## config.mk

```make
export PLATFORM = sky130hd
export DESIGN_NAME = weight_dump_reader
export DESIGN_NICKNAME = d
export VERILOG_FILES = /design/src/rtl/weight_dump_reader.sv
export SDC_FILE = /design/constraint.sdc
export NUM_CORES = 1
export LEC_CHECK = 0
export ABC_AREA = 0
export BUFFER_PORTS_ARGS = -buffer_cell sky130_fd_sc_hd__buf_2
export CAP_MARGIN = 30
export CORE_ASPECT_RATIO = 0.5
export CORE_MARGIN = 2
export CORE_UTILIZATION = 40
export CTS_CLUSTER_DIAMETER = 60
export DETAILED_ROUTE_END_ITERATION = 12
export PLACE_DENSITY_LB_ADDON = 0.25
export SYNTH_ARGS = -nofsm -noshare
export SYNTH_HDL_FRONTEND = slang
export SYNTH_SLANG_ARGS = --single-unit
```

## constraint.sdc

```tcl
create_clock -name i_clk -period 2.5 [get_ports i_clk]
set_input_delay 0.25 -clock i_clk [delete_from_list [all_inputs] [get_ports i_clk]]
set_output_delay 0.25 -clock i_clk [all_outputs]
set_load 0.05 [all_outputs]
```

## src/rtl/weight_dump_reader.sv

```systemverilog
// weight_dump_reader: walks the STDP weight RAM read port and streams every signed weight with its address
// out a valid/ready port, holding lock while busy. Optional checksum trailer beat: define WDUMP_CHECKSUM_EN.
module weight_dump_reader #(
  parameter int DATA_WIDTH = 20,
  parameter int ADDR_WIDTH = 4,
  parameter int DEPTH      = 16
) (
  input  logic                  i_clk,
  input  logic                  i_rst,
  input  logic                  i_start,
  output logic                  o_busy,
  output logic                  o_lock,
  output logic                  o_done,
  output logic                  o_ram_re,
  output logic [ADDR_WIDTH-1:0] o_ram_addr,
  input  logic [DATA_WIDTH-1:0] i_ram_data,
  output logic                  o_m_valid,
  input  logic                  i_m_ready,
  output logic [DATA_WIDTH-1:0] o_m_data,
  output logic [ADDR_WIDTH-1:0] o_m_addr,
  output logic                  o_m_last,
  output logic                  o_m_csum
);
  localparam logic [ADDR_WIDTH-1:0] LAST_ADDR = ADDR_WIDTH'(DEPTH - 1);

  typedef enum logic [1:0] {S_IDLE, S_RUN, S_DRAIN, S_DONE} state_t;

  typedef struct packed {
    logic                  last;
    logic                  csum;
    logic [ADDR_WIDTH-1:0] addr;
    logic [DATA_WIDTH-1:0] data;
  } beat_t;

  state_t                r_state;
  logic                  r_busy;
  logic                  r_done;
  logic [ADDR_WIDTH-1:0] r_rd_addr;
  logic [ADDR_WIDTH-1:0] r_if_addr;
  logic                  r_inflight;
  beat_t                 r_q [2];
  logic                  r_wptr;
  logic                  r_rptr;
  logic [1:0]            r_count;

  logic                  w_pop;
  logic                  w_push;
  logic                  w_issue;
  logic                  w_push_csum;
  logic [2:0]            w_occ;
  beat_t                 w_beat;
  beat_t                 w_head;

  assign w_head    = r_q[r_rptr];
  assign o_m_valid = (r_count != 2'd0);
  assign w_pop     = o_m_valid & i_m_ready;

  // Credit includes the beat leaving this cycle, so the 2-deep skid sustains one beat per clock.
  assign w_occ   = {1'b0, r_count} + {2'b0, r_inflight} - {2'b0, w_pop};
  assign w_issue = (r_state == S_RUN) && (w_occ < 3'd2);

`ifdef WDUMP_CHECKSUM_EN
  logic                  r_csum_pend;
  logic [DATA_WIDTH-1:0] r_acc;

  assign w_push_csum = r_csum_pend && (w_occ < 3'd2);

  always_ff @(posedge i_clk or posedge i_rst) begin
    if (i_rst) begin
      r_csum_pend <= 1'b0;
      r_acc       <= '0;
    end else begin
      if (r_state == S_IDLE && i_start)
        r_acc <= '0;
      else if (r_inflight)
        r_acc <= r_acc + i_ram_data;
      if (r_inflight && r_if_addr == LAST_ADDR)
        r_csum_pend <= 1'b1;
      else if (w_push_csum)
        r_csum_pend <= 1'b0;
    end
  end
`else
  assign w_push_csum = 1'b0;
`endif

  always_comb begin
    w_beat.data = i_ram_data;
    w_beat.addr = r_if_addr;
    w_beat.csum = 1'b0;
`ifdef WDUMP_CHECKSUM_EN
    w_beat.last = 1'b0;
    if (w_push_csum) begin
      w_beat.data = r_acc;
      w_beat.addr = '0;
      w_beat.csum = 1'b1;
      w_beat.last = 1'b1;
    end
`else
    w_beat.last = (r_if_addr == LAST_ADDR);
`endif
  end

  assign w_push = r_inflight | w_push_csum;

  always_ff @(posedge i_clk or posedge i_rst) begin
    if (i_rst) begin
      r_state   <= S_IDLE;
      r_busy    <= 1'b0;
      r_done    <= 1'b0;
      r_rd_addr <= '0;
    end else begin
      case (r_state)
        S_IDLE: begin
          r_done <= 1'b0;
          if (i_start) begin
            r_state   <= S_RUN;
            r_busy    <= 1'b1;
            r_rd_addr <= '0;
          end
        end
        S_RUN: begin
          if (w_issue) begin
            if (r_rd_addr == LAST_ADDR)
              r_state <= S_DRAIN;
            else
              r_rd_addr <= r_rd_addr + 1'b1;
          end
        end
        S_DRAIN: begin
          if (w_pop && w_head.last) begin
            r_state <= S_DONE;
            r_done  <= 1'b1;
          end
        end
        S_DONE: begin
          r_state <= S_IDLE;
          r_busy  <= 1'b0;
          r_done  <= 1'b0;
        end
        default: r_state <= S_IDLE;
      endcase
    end
  end

  always_ff @(posedge i_clk or posedge i_rst) begin
    if (i_rst) begin
      r_inflight <= 1'b0;
      r_if_addr  <= '0;
    end else begin
      r_inflight <= w_issue;
      if (w_issue)
        r_if_addr <= r_rd_addr;
    end
  end

  always_ff @(posedge i_clk or posedge i_rst) begin
    if (i_rst) begin
      for (int i = 0; i < 2; i++)
        r_q[i] <= '0;
      r_wptr  <= 1'b0;
      r_rptr  <= 1'b0;
      r_count <= 2'd0;
    end else begin
      if (w_push) begin
        r_q[r_wptr] <= w_beat;
        r_wptr      <= ~r_wptr;
      end
      if (w_pop)
        r_rptr <= ~r_rptr;
      r_count <= r_count + {1'b0, w_push} - {1'b0, w_pop};
    end
  end

  assign o_busy     = r_busy;
  assign o_lock     = r_busy;
  assign o_done     = r_done;
  assign o_ram_re   = w_issue;
  assign o_ram_addr = r_rd_addr;
  assign o_m_data   = w_head.data;
  assign o_m_addr   = w_head.addr;
  assign o_m_last   = w_head.last;
  assign o_m_csum   = w_head.csum;

endmodule

```

==> metrics <==
total clock sinks=67; Synth top area share=0.553; global-route wire length before repair=9550 um; RSZ-0062 raised after global routing=true; final wirelength=between 5000 and 6000 um; Root Buffer=clkbuf_16; Worst Skew=between 0.004 and 0.005 ns; RePlAce Congestion=0.844; largest net degree at the start of global routing=40; fin crit period=~2.6 ns; fraction of layout cells with a size suffix above 1=0.588; Req. time, crit path=between 2 and 2.5 ns; Top FF cell, synth=dfrtp_1; syn_area_per_cell=14.2 um^2; Seq/Total Area, Yosys=0.553; Layout Nets=320; ant diodes=0; setup violators final=6; Slowest cell on crit path=dfrtp_1; DIE HEIGHT=about 66 um; PortBufs=57; outcome=finished, violations left; cell count after synthesis=roughly 210; DR vias=roughly 1.9k; placed instance count=368; synth unique cells=29; CP max FO=3; Chip Width=127 um; WP buf/inv=2; fmax=381 MHz; Starting Density=0.413; wire per inst=15.1 um; critical-path cell list=o21a_1 > ha_1 > inv_2 > ha_4 > fa_2 > xnor2_2 > nor3b_4 > buf_6; R2R setup slack=-0.05 ns; CTS tree=yes; final non-filler cell total=between 300 and 400; Seq cells post-synth=67; Post-Syn Area=3030 um^2; type of destination of the critical path=primary output; setup ws final=-0.124 ns; Max-Cap Viols=0; largest delay contributor family on the critical path=adder cells; Initial DRC Count=41; drt first pass iters=4; initial antenna violation count=0; Vias per Instance=approximately 5; EDFF count, synth=0; Reg clk slew, reported paths=0.05 ns; startpoint types=flip-flop; core area=roughly 7300 um^2; P&R area growth vs syn=26.4%; GRT Total Usage=0.154; Min-Delay Path Depth=2; Synth area leaders=dfrtp_1 55%, mux2_2 28%, ha_1 2.9%, inv_1 1.2%, nand2_1 1.1%; Worst-Skew Late Latency=0.32 ns; Max stage delay on crit path=0.37 ns; fin util=0.522; Final Hold Vio Count=0; DRC violations left=0; Synth area leader=dfrtp_1; Mapped Nets=246; Max clock buf depth=2; WP depth=8; fin crit share=1.05; Ports=59; R2R cell count=9; htree depth=3; Routed Antenna Nets=0; final hold slack=0.171 ns; remaining global-route overflow=0; vias in the first global route=2034; failing checks=setup timing; post-DP HPWL=4090 um; CTS Buf Count=9; worst min-delay path category=input pin to flip-flop; Synth async-reset ratio=1.00; Rows=22; Setup CP Type=flip-flop to primary output; Worst EP arrival=2.37 ns; Die ar.=approximately 8300 um^2; Slew Limit Fails=0; Synth Warn #=0
-- kinds of logic (layout without fill, tap and decap cells) --
group,count (synthesis),after routing,share of synthesized area
flops,67,67,0.553
fa+ha+maj,8,8,0.0355
other cells,1,1,0.00124
xor+xnor,3,3,0.00866
mux,81,81,0.302
simple gates,21,21,0.0380
buf+inv,20,95,0.0305
compound gates,13,13,0.0313
-- routing by layer --
| metal | vias to the layer above | share of wire | track usage |
|---|---|---|---|
| met5 | - | 0 | 0 |
| met4 | 0 | 0.012 | 0.0632 |
| met3 | 6 | 0.049 | 0.0619 |
| met2 | 37 | 0.50 | 0.266 |
| met1 | 959 | 0.44 | 0.171 |
| li1 | 897 | - | - |
-- layout by cell type, fill, tap and decap left out, drive strengths merged, types with 2 or more instances in the layout --
cell type and n:
xor2 2, dfrtp 67, a31oi 4, mux2 78
nand4 2, o21ai 3, clkbuf 12, ha 7
buf 72, nand3 2, o21a 2, nand2b 4
mux2i 3, nand2 9, inv 10
-- synthesized netlist by cell type (2+ instances only) --
master,count
buf_2,2
nand2_1,9
nand3_1,2
o21a_1,2
nand2b_1,4
inv_1,10
mux2_4,2
mux2i_1,3
a31oi_1,4
mux2_2,76
clkbuf_1,5
xor2_1,2
nand4_1,2
o21ai_0,3
dfrtp_1,67
ha_1,7
buf_4,2
-- final cells by class --
cell class | instances | area [um^2]
Fill cell | 619 | 3520
Tap cell | 96 | 120
Multi-Input combinational cell | 127 | 1320
Timing Repair Buffer | 73 | 425
Clock buffer | 12 | 256
Sequential cell | 67 | 1680
Inverter | 10 | 37.5
-- metrics by stage --
stage	cell area, um^2	setup slack (ns)	setup TNS (ns)
5_1_grt	3830	-0.249	-1.25
3_3_place_gp	3490	0.0404	0
2_1_floorplan	3060	-0.286	-1.55
6_report	3830	-0.124	-0.329
3_5_place_dp	3490	-0.0459	-0.0723
4_1_cts	3800	-0.127	-0.313
-- flip-flops by register name, indices dropped and copies added, names as in the netlist --
| signal | cells |
|---|---|
| r_q | 50 |
| o_ram_addr | 4 |
| r_if_addr | 4 |
| o_done | 1 |
| r_state | 2 |
| r_count | 2 |
| o_busy | 1 |
| r_rptr | 1 |
| r_wptr | 1 |
| r_inflight | 1 |
-- path summary, 6_finish.rpt --
kind                            endpoint           from
min reg2reg                      r_q[25]        r_q[25]
max                             o_ram_re     r_count[1]
min                              r_q[33]  i_ram_data[7]
max reg2reg                   r_state[1]     r_count[1]
min in group asynchronous        r_q[39]          i_rst
max in group asynchronous  o_ram_addr[1]          i_rst
-- worst reg2reg max path: cells and delay by family (launching register included) --
kind / cells / cell delay [ns]
adder cells (fa/ha/maj): 3 / 0.81
XOR/XNOR: 1 / 0.17
buffers and inverters: 1 / 0.04
multiplexers: 1 / 0.31
AO/OA/AOI/OAI: 3 / 0.72
flip-flops: 1 / 0.37
-- what timing repair did --
action,4_1_cts,5_1_grt
endpoints found under the hold margin,2,0
resized for setup,7,4
setup endpoints to repair,5,11
buffers inserted,2,2
pin swaps,2,8
hold buffers,1,0
Power is left out: the tool's default activity adds up to more than one toggle a clock period on the data nets, which glitch-free logic cannot reach.
